$ cat src/rtl/uart_tx_pkg.sv
// Shared types and constants for the UART transmitter (uart_baud_gen, transmitter).
// Optional parity support is selected by the UART_TX_PARITY_EN macro in transmitter.
package uart_tx_pkg;

  localparam int unsigned DATA_W   = 8;
  localparam int unsigned BAUD_W   = 32;
  localparam int unsigned NBITS_W  = 4;

  localparam logic [NBITS_W-1:0] DATA_BITS_MIN = 4'd5;
  localparam logic [NBITS_W-1:0] DATA_BITS_MAX = 4'd8;

  localparam logic [1:0] STOP_SEL_ONE     = 2'd0;
  localparam logic [1:0] STOP_SEL_ONE_ALT = 2'd1;
  localparam logic [1:0] STOP_SEL_TWO     = 2'd2;
  localparam logic [1:0] STOP_SEL_TWO_ALT = 2'd3;

  typedef enum logic [2:0] {
    IDLE,
    START,
    DATA,
    PARITY,
    STOP
  } tx_state_e;

  function automatic logic [NBITS_W-1:0] clamp_data_bits(input logic [NBITS_W-1:0] n);
    if (n < DATA_BITS_MIN) return DATA_BITS_MIN;
    if (n > DATA_BITS_MAX) return DATA_BITS_MAX;
    return n;
  endfunction

  function automatic logic stop_is_two(input logic [1:0] sel);
    case (sel)
      STOP_SEL_ONE, STOP_SEL_ONE_ALT: return 1'b0;
      STOP_SEL_TWO, STOP_SEL_TWO_ALT: return 1'b1;
      default:                        return 1'b0;
    endcase
  endfunction

endpackage

$ cat src/rtl/uart_baud_gen.sv
// Divider-free baud tick: phase accumulator adds baud each clk and wraps at the clk frequency.
module uart_baud_gen
  import uart_tx_pkg::*;
#(
  parameter int unsigned clock_frequency_register = 100_000_000
) (
  input  logic              clk,
  input  logic              rst_n,
  input  logic              clear,
  input  logic [BAUD_W-1:0] baud,
  output logic              tick
);

  localparam logic [BAUD_W:0] FREQ = (BAUD_W+1)'(clock_frequency_register);

  logic [BAUD_W-1:0] acc_q, acc_d;
  logic              tick_q, tick_d;
  logic [BAUD_W:0]   sum;

  // clear restarts the phase from zero and already counts the current clk
  always_comb begin
    sum    = (clear ? (BAUD_W+1)'(0) : {1'b0, acc_q}) + {1'b0, baud};
    acc_d  = sum[BAUD_W-1:0];
    tick_d = 1'b0;
    if (baud != '0 && sum >= FREQ) begin
      acc_d  = BAUD_W'(sum - FREQ);
      tick_d = 1'b1;
    end
  end

  always_ff @(posedge clk or negedge rst_n) begin
    if (!rst_n) begin
      acc_q  <= '0;
      tick_q <= 1'b0;
    end else begin
      acc_q  <= acc_d;
      tick_q <= tick_d;
    end
  end

  assign tick = tick_q;

endmodule

$ cat src/rtl/transmitter.sv
// UART transmitter: latches a frame, then shifts start/data/parity/stop bits onto a registered TX.
// Macro UART_TX_PARITY_EN enables the optional even-parity bit (Transmitter_Status[5]).
module transmitter
  import uart_tx_pkg::*;
#(
  parameter int unsigned clock_frequency_register = 100_000_000
) (
  input  logic        clk,
  input  logic        rst_n,
  input  logic [31:0] Baud_Rate_Holding_Register,
  input  logic [31:0] Transmitter_Holding_Register,
  input  logic [31:0] Transmitter_Status,
  output logic        TX
);

`ifdef UART_TX_PARITY_EN
  localparam bit PARITY_SUPPORTED = 1'b1;
`else
  localparam bit PARITY_SUPPORTED = 1'b0;
`endif

  tx_state_e          state_q, state_d;
  logic               tx_q, tx_d;
  logic [DATA_W-1:0]  data_q, data_d;
  logic [NBITS_W-1:0] nbits_q, nbits_d;
  logic [NBITS_W-1:0] bit_idx_q, bit_idx_d;
  logic               par_en_q, par_en_d;
  logic               parity_q, parity_d;
  logic               stop_two_q, stop_two_d;
  logic [BAUD_W-1:0]  baud_q, baud_d;

  logic               clear;
  logic               tick;
  logic               start_ok;
  logic [BAUD_W-1:0]  baud_sel;
  logic [NBITS_W-1:0] nbits_in;
  logic [DATA_W-1:0]  mask_in;
  logic               unused_inputs;

  assign unused_inputs = ^{Transmitter_Holding_Register[31:DATA_W], Transmitter_Status[31:8]};

  assign start_ok = Transmitter_Status[0] && (Baud_Rate_Holding_Register != '0);
  assign nbits_in = clamp_data_bits(Transmitter_Status[4:1]);
  assign mask_in  = DATA_W'((9'h1 << nbits_in) - 9'h1);
  // live baud while idle so the clearing cycle already adds the new rate
  assign baud_sel = (state_q == IDLE) ? Baud_Rate_Holding_Register : baud_q;

  uart_baud_gen #(
    .clock_frequency_register(clock_frequency_register)
  ) u_baud_gen (
    .clk  (clk),
    .rst_n(rst_n),
    .clear(clear),
    .baud (baud_sel),
    .tick (tick)
  );

  always_comb begin
    state_d    = state_q;
    tx_d       = tx_q;
    data_d     = data_q;
    nbits_d    = nbits_q;
    bit_idx_d  = bit_idx_q;
    par_en_d   = par_en_q;
    parity_d   = parity_q;
    stop_two_d = stop_two_q;
    baud_d     = baud_q;
    clear      = 1'b0;

    case (state_q)
      IDLE: begin
        tx_d = 1'b1;
        if (start_ok) begin
          data_d     = Transmitter_Holding_Register[DATA_W-1:0];
          nbits_d    = nbits_in;
          par_en_d   = PARITY_SUPPORTED && Transmitter_Status[5];
          parity_d   = ^(Transmitter_Holding_Register[DATA_W-1:0] & mask_in);
          stop_two_d = stop_is_two(Transmitter_Status[7:6]);
          baud_d     = Baud_Rate_Holding_Register;
          bit_idx_d  = '0;
          clear      = 1'b1;
          state_d    = START;
          tx_d       = 1'b0;
        end
      end
      START: begin
        if (tick) begin
          state_d   = DATA;
          tx_d      = data_q[0];
          bit_idx_d = '0;
        end
      end
      DATA: begin
        if (tick) begin
          if (bit_idx_q == nbits_q - 4'd1) begin
            if (par_en_q) begin
              state_d = PARITY;
              tx_d    = parity_q;
            end else begin
              state_d   = STOP;
              tx_d      = 1'b1;
              bit_idx_d = '0;
            end
          end else begin
            bit_idx_d = bit_idx_q + 4'd1;
            data_d    = {1'b0, data_q[DATA_W-1:1]};
            tx_d      = data_q[1];
          end
        end
      end
      PARITY: begin
        if (tick) begin
          state_d   = STOP;
          tx_d      = 1'b1;
          bit_idx_d = '0;
        end
      end
      STOP: begin
        if (tick) begin
          if (stop_two_q && bit_idx_q == 4'd0) begin
            bit_idx_d = 4'd1;
          end else begin
            state_d = IDLE;
            tx_d    = 1'b1;
          end
        end
      end
      default: begin
        state_d = IDLE;
        tx_d    = 1'b1;
      end
    endcase
  end

  always_ff @(posedge clk or negedge rst_n) begin
    if (!rst_n) begin
      state_q    <= IDLE;
      tx_q       <= 1'b1;
      data_q     <= '0;
      nbits_q    <= '0;
      bit_idx_q  <= '0;
      par_en_q   <= 1'b0;
      parity_q   <= 1'b0;
      stop_two_q <= 1'b0;
      baud_q     <= '0;
    end else begin
      state_q    <= state_d;
      tx_q       <= tx_d;
      data_q     <= data_d;
      nbits_q    <= nbits_d;
      bit_idx_q  <= bit_idx_d;
      par_en_q   <= par_en_d;
      parity_q   <= parity_d;
      stop_two_q <= stop_two_d;
      baud_q     <= baud_d;
    end
  end

  assign TX = tx_q;

endmodule

$ cat config.mk
export PLATFORM = sky130hd
export DESIGN_NAME = transmitter
export DESIGN_NICKNAME = d
export VERILOG_FILES = /design/src/rtl/uart_tx_pkg.sv /design/src/rtl/uart_baud_gen.sv /design/src/rtl/transmitter.sv
export SDC_FILE = /design/constraint.sdc
export NUM_CORES = 1
export LEC_CHECK = 0
export ABC_AREA = 1
export CORE_MARGIN = 2
export CORE_UTILIZATION = 52
export CTS_BUF_LIST = sky130_fd_sc_hd__clkbuf_8
export DETAILED_ROUTE_END_ITERATION = 16
export PLACE_DENSITY = 0.85
export SETUP_SLACK_MARGIN = 0.02
export SLEW_MARGIN = 20
export SYNTH_ARGS = -nofsm -noshare
export SYNTH_HDL_FRONTEND = slang
export SYNTH_SLANG_ARGS = --single-unit
$ cat constraint.sdc
create_clock -name clk -period 7.25 [get_ports clk]
set_clock_uncertainty 0.1 [all_clocks]
set_input_delay 1.0875 -clock clk [delete_from_list [all_inputs] [get_ports clk]]
set_output_delay 1.0875 -clock clk [all_outputs]
set_load 0.01 [all_outputs]
==> results.yml <==
run_status:
  status: "complete, no violations"
sta:
  fin_crit_ns: 6.36
  max_slew.worst_pin.slew_ns: 1.03
  fin_crit_sh: 0.878
  setup_viol: 0
  setup_tns_ns: 0
  rsz0062_at_grt: "no"
  max_freq_mhz: 157
  whs_ns: 0.395
  slew_headroom: 0.312
  report.final.hold_viol_count: 0
  slew_violations: 0
route:
  drt_pass1_iterations: 6
  drc: 0
  vias: 8459
  wl_um: 21800
  wire_per_inst_um: 13.7
  final_antenna_net_count: 0
  vias_per_cell: 5.31
  drt_iter0_markers: 775
cells_and_area:
  nets: 1535
  diodes: 0
  final_cell_mix: "nand2_1, inv_1, nor2_1"
  fill_cells: 1455
  layout_commonest_cell: "nand2_1"
  post_route_cells_drive_above_1_share: 0.0677
  area.growth.synth_to_final_pct: 10.5
cts:
  clockBufferDepth: 2
  htree_levels: 3
  postCtsSetupBuffers: 0
  ctsResizeCount: 0
  clk_latency_ns: 0.38
  cts_hold_buf: 0
  cts.sinks: 86
  cts_tree: "built"
  cts_buffers: 9
  path_clk_slew_ns: 0.10
  cts_root_buffer: "clkbuf_8"
place:
  port_buffers: 48
  hpwl_um: 17400
  gp_congestion: 0.989
setup_path:
  path_common_cell: "nand2_1"
  cp.required_ns: 7.42
  worst_setup_path_end_kind: "register"
  criticalPathCategory: "in -> reg"
  arrival_ns: 6.53
  max_stage_delay_ns: 0.43
  path_max_fanout: 24
  critPathSlowestCell: "clkdlybuf4s50_1"
  start_kind: "input port"
yosys:
  ys.warnings.count: 0
  postSynthAreaPerCell_um2: 5.93
  synth_edf_count: 0
  synthCells: 1360
  synthArstFlopShare: 1.00
  synthDistinctLibCells: 44
  synth_area_um2: 8060
  ys.flop_type: "dfrtp_1"
  synth-seq-cells: 86
  ys_seq_area_frac: 0.267
  synth_nets: 1496
grt:
  antenna_found_initial: 0
  grt_pass1_wl_um: 35600
  grt_overflow: 0
  grt_use_met3: 0.0270
  gr-usage-all-layers: 0.268
  grt_use_met1: 0.359
  grt.met2_usage: 0.449
  top_usage_layer: "met2"
  grt_max_degree: 72
  grt_pass1_vias: 7611
floorplan:
  coreArea_um2: 15200
  die_y_um: 129
  io_pins: 99
  rows: 45
  dieArea_um2: 16500
  fp.dieW_um: 129
  start_util: 0.530
run:
  drv_cap: 0
min_path:
  hold_class: "reg -> reg"
-- worst max-delay path, delay by kind of cell --
| kind | cells | cell delay [ns] |
|---|---|---|
| and+or+nand+nor | 24 | 3.54 |
| buffers and inverters | 7 | 1.14 |
| adders and majority gates | 3 | 0.75 |
-- flip-flops by register name, indices dropped and copies added, names as in the netlist --
| name | cells |
|---|---|
| bit_idx_q | 4 |
| state_q | 3 |
| stop_two_q | 1 |
| u_baud_gen.acc_q | 32 |
| u_baud_gen.tick | 1 |
| baud_q | 32 |
| TX | 1 |
| nbits_q | 4 |
| data_q | 8 |
-- per-layer routing --
layer	vias to the layer above	share of wire
li1	4270	-
met1	3828	0.43
met2	315	0.46
met3	46	0.075
met4	0	0.031
met5	-	0
-- area by class of cell --
cell class / count / area [um^2] / share of cell area
Inverter: 252 / 946 / 0.106
Clock buffer: 9 / 124 / 0.0139
Clock inverter: 7 / 97.6 / 0.0110
Sequential cell: 86 / 2150 / 0.242
Multi-Input combinational cell: 997 / 4830 / 0.543
Timing Repair Buffer: 53 / 515 / 0.0579
Tap cell: 188 / 235 / 0.0264
-- synth_stat cells, types with 3 or more instances --
cell type / instances / area, um^2
nand2_1: 519 / 1950
inv_1: 240 / 901
nor2_1: 97 / 364
nand3_1: 92 / 460
dfrtp_1: 85 / 2130
o21ai_0: 79 / 395
ha_1: 37 / 463
nand2_2: 27 / 169
a21oi_1: 23 / 115
nand4_1: 21 / 131
clkbuf_1: 16 / 60.1
xor2_1: 15 / 131
nor2_2: 14 / 87.6
inv_2: 11 / 41.3
nor3_1: 10 / 50.1
nor4_1: 9 / 56.3
nand3_2: 8 / 80.1
a211oi_1: 4 / 30.0
buf_2: 4 / 20.0
nand3b_1: 4 / 30.0
xnor2_1: 4 / 35.0
a21oi_2: 3 / 26.3
and2_1: 3 / 18.8
buf_6: 3 / 33.8
o211ai_1: 3 / 22.5
o21ai_1: 3 / 15.0
-- per-stage QoR --
step / setup WS (ns) / instance area [um^2] / cells / utilization
final: 0.888 / 8910 / 1592 / 0.586
after global routing: 0.356 / 8910 / 1592 / 0.586
after CTS: 0.919 / 8910 / 1592 / 0.586
after detailed placement: 0.544 / 8680 / 1576 / 0.571
after global placement: 0.654 / 8680 / 1576 / 0.571
after floorplan: 2.21 / 8060 / 1360 / -
-- cell families (layout without fill, tap and decap cells) --
family	count (synthesis)	in the layout	share of synthesized area
AND/OR/NAND/NOR	815	815	0.433
buffers and inverters	277	321	0.133
AO/OA/AOI/OAI	122	122	0.0816
flip-flops	86	86	0.267
adder cells (fa/ha/maj)	38	38	0.0599
XOR/XNOR	19	19	0.0206
multiplexers	3	3	0.00403
-- worst paths after layout --
check	slack, ns	cells after the start	from	endpoint
worst max-delay path	0.89	34	Baud_Rate_Holding_Register[0]	u_baud_gen.acc_q[21]$_DFF_PN0_
worst min-delay path	0.39	2	baud_q[0]$_DFFE_PN0P_	baud_q[0]$_DFFE_PN0P_
worst max register to register	1.59	32	state_q[2]$_DFFE_PN0P_	u_baud_gen.acc_q[21]$_DFF_PN0_
worst min register to register	0.39	2	baud_q[0]$_DFFE_PN0P_	baud_q[0]$_DFFE_PN0P_
max in group asynchronous	5.44	2	rst_n	baud_q[28]$_DFFE_PN0P_
min in group asynchronous	0.52	1	rst_n	baud_q[2]$_DFFE_PN0P_
Power is left out: the tool's default activity adds up to more than one toggle a clock period on the data nets, which glitch-free logic cannot reach.
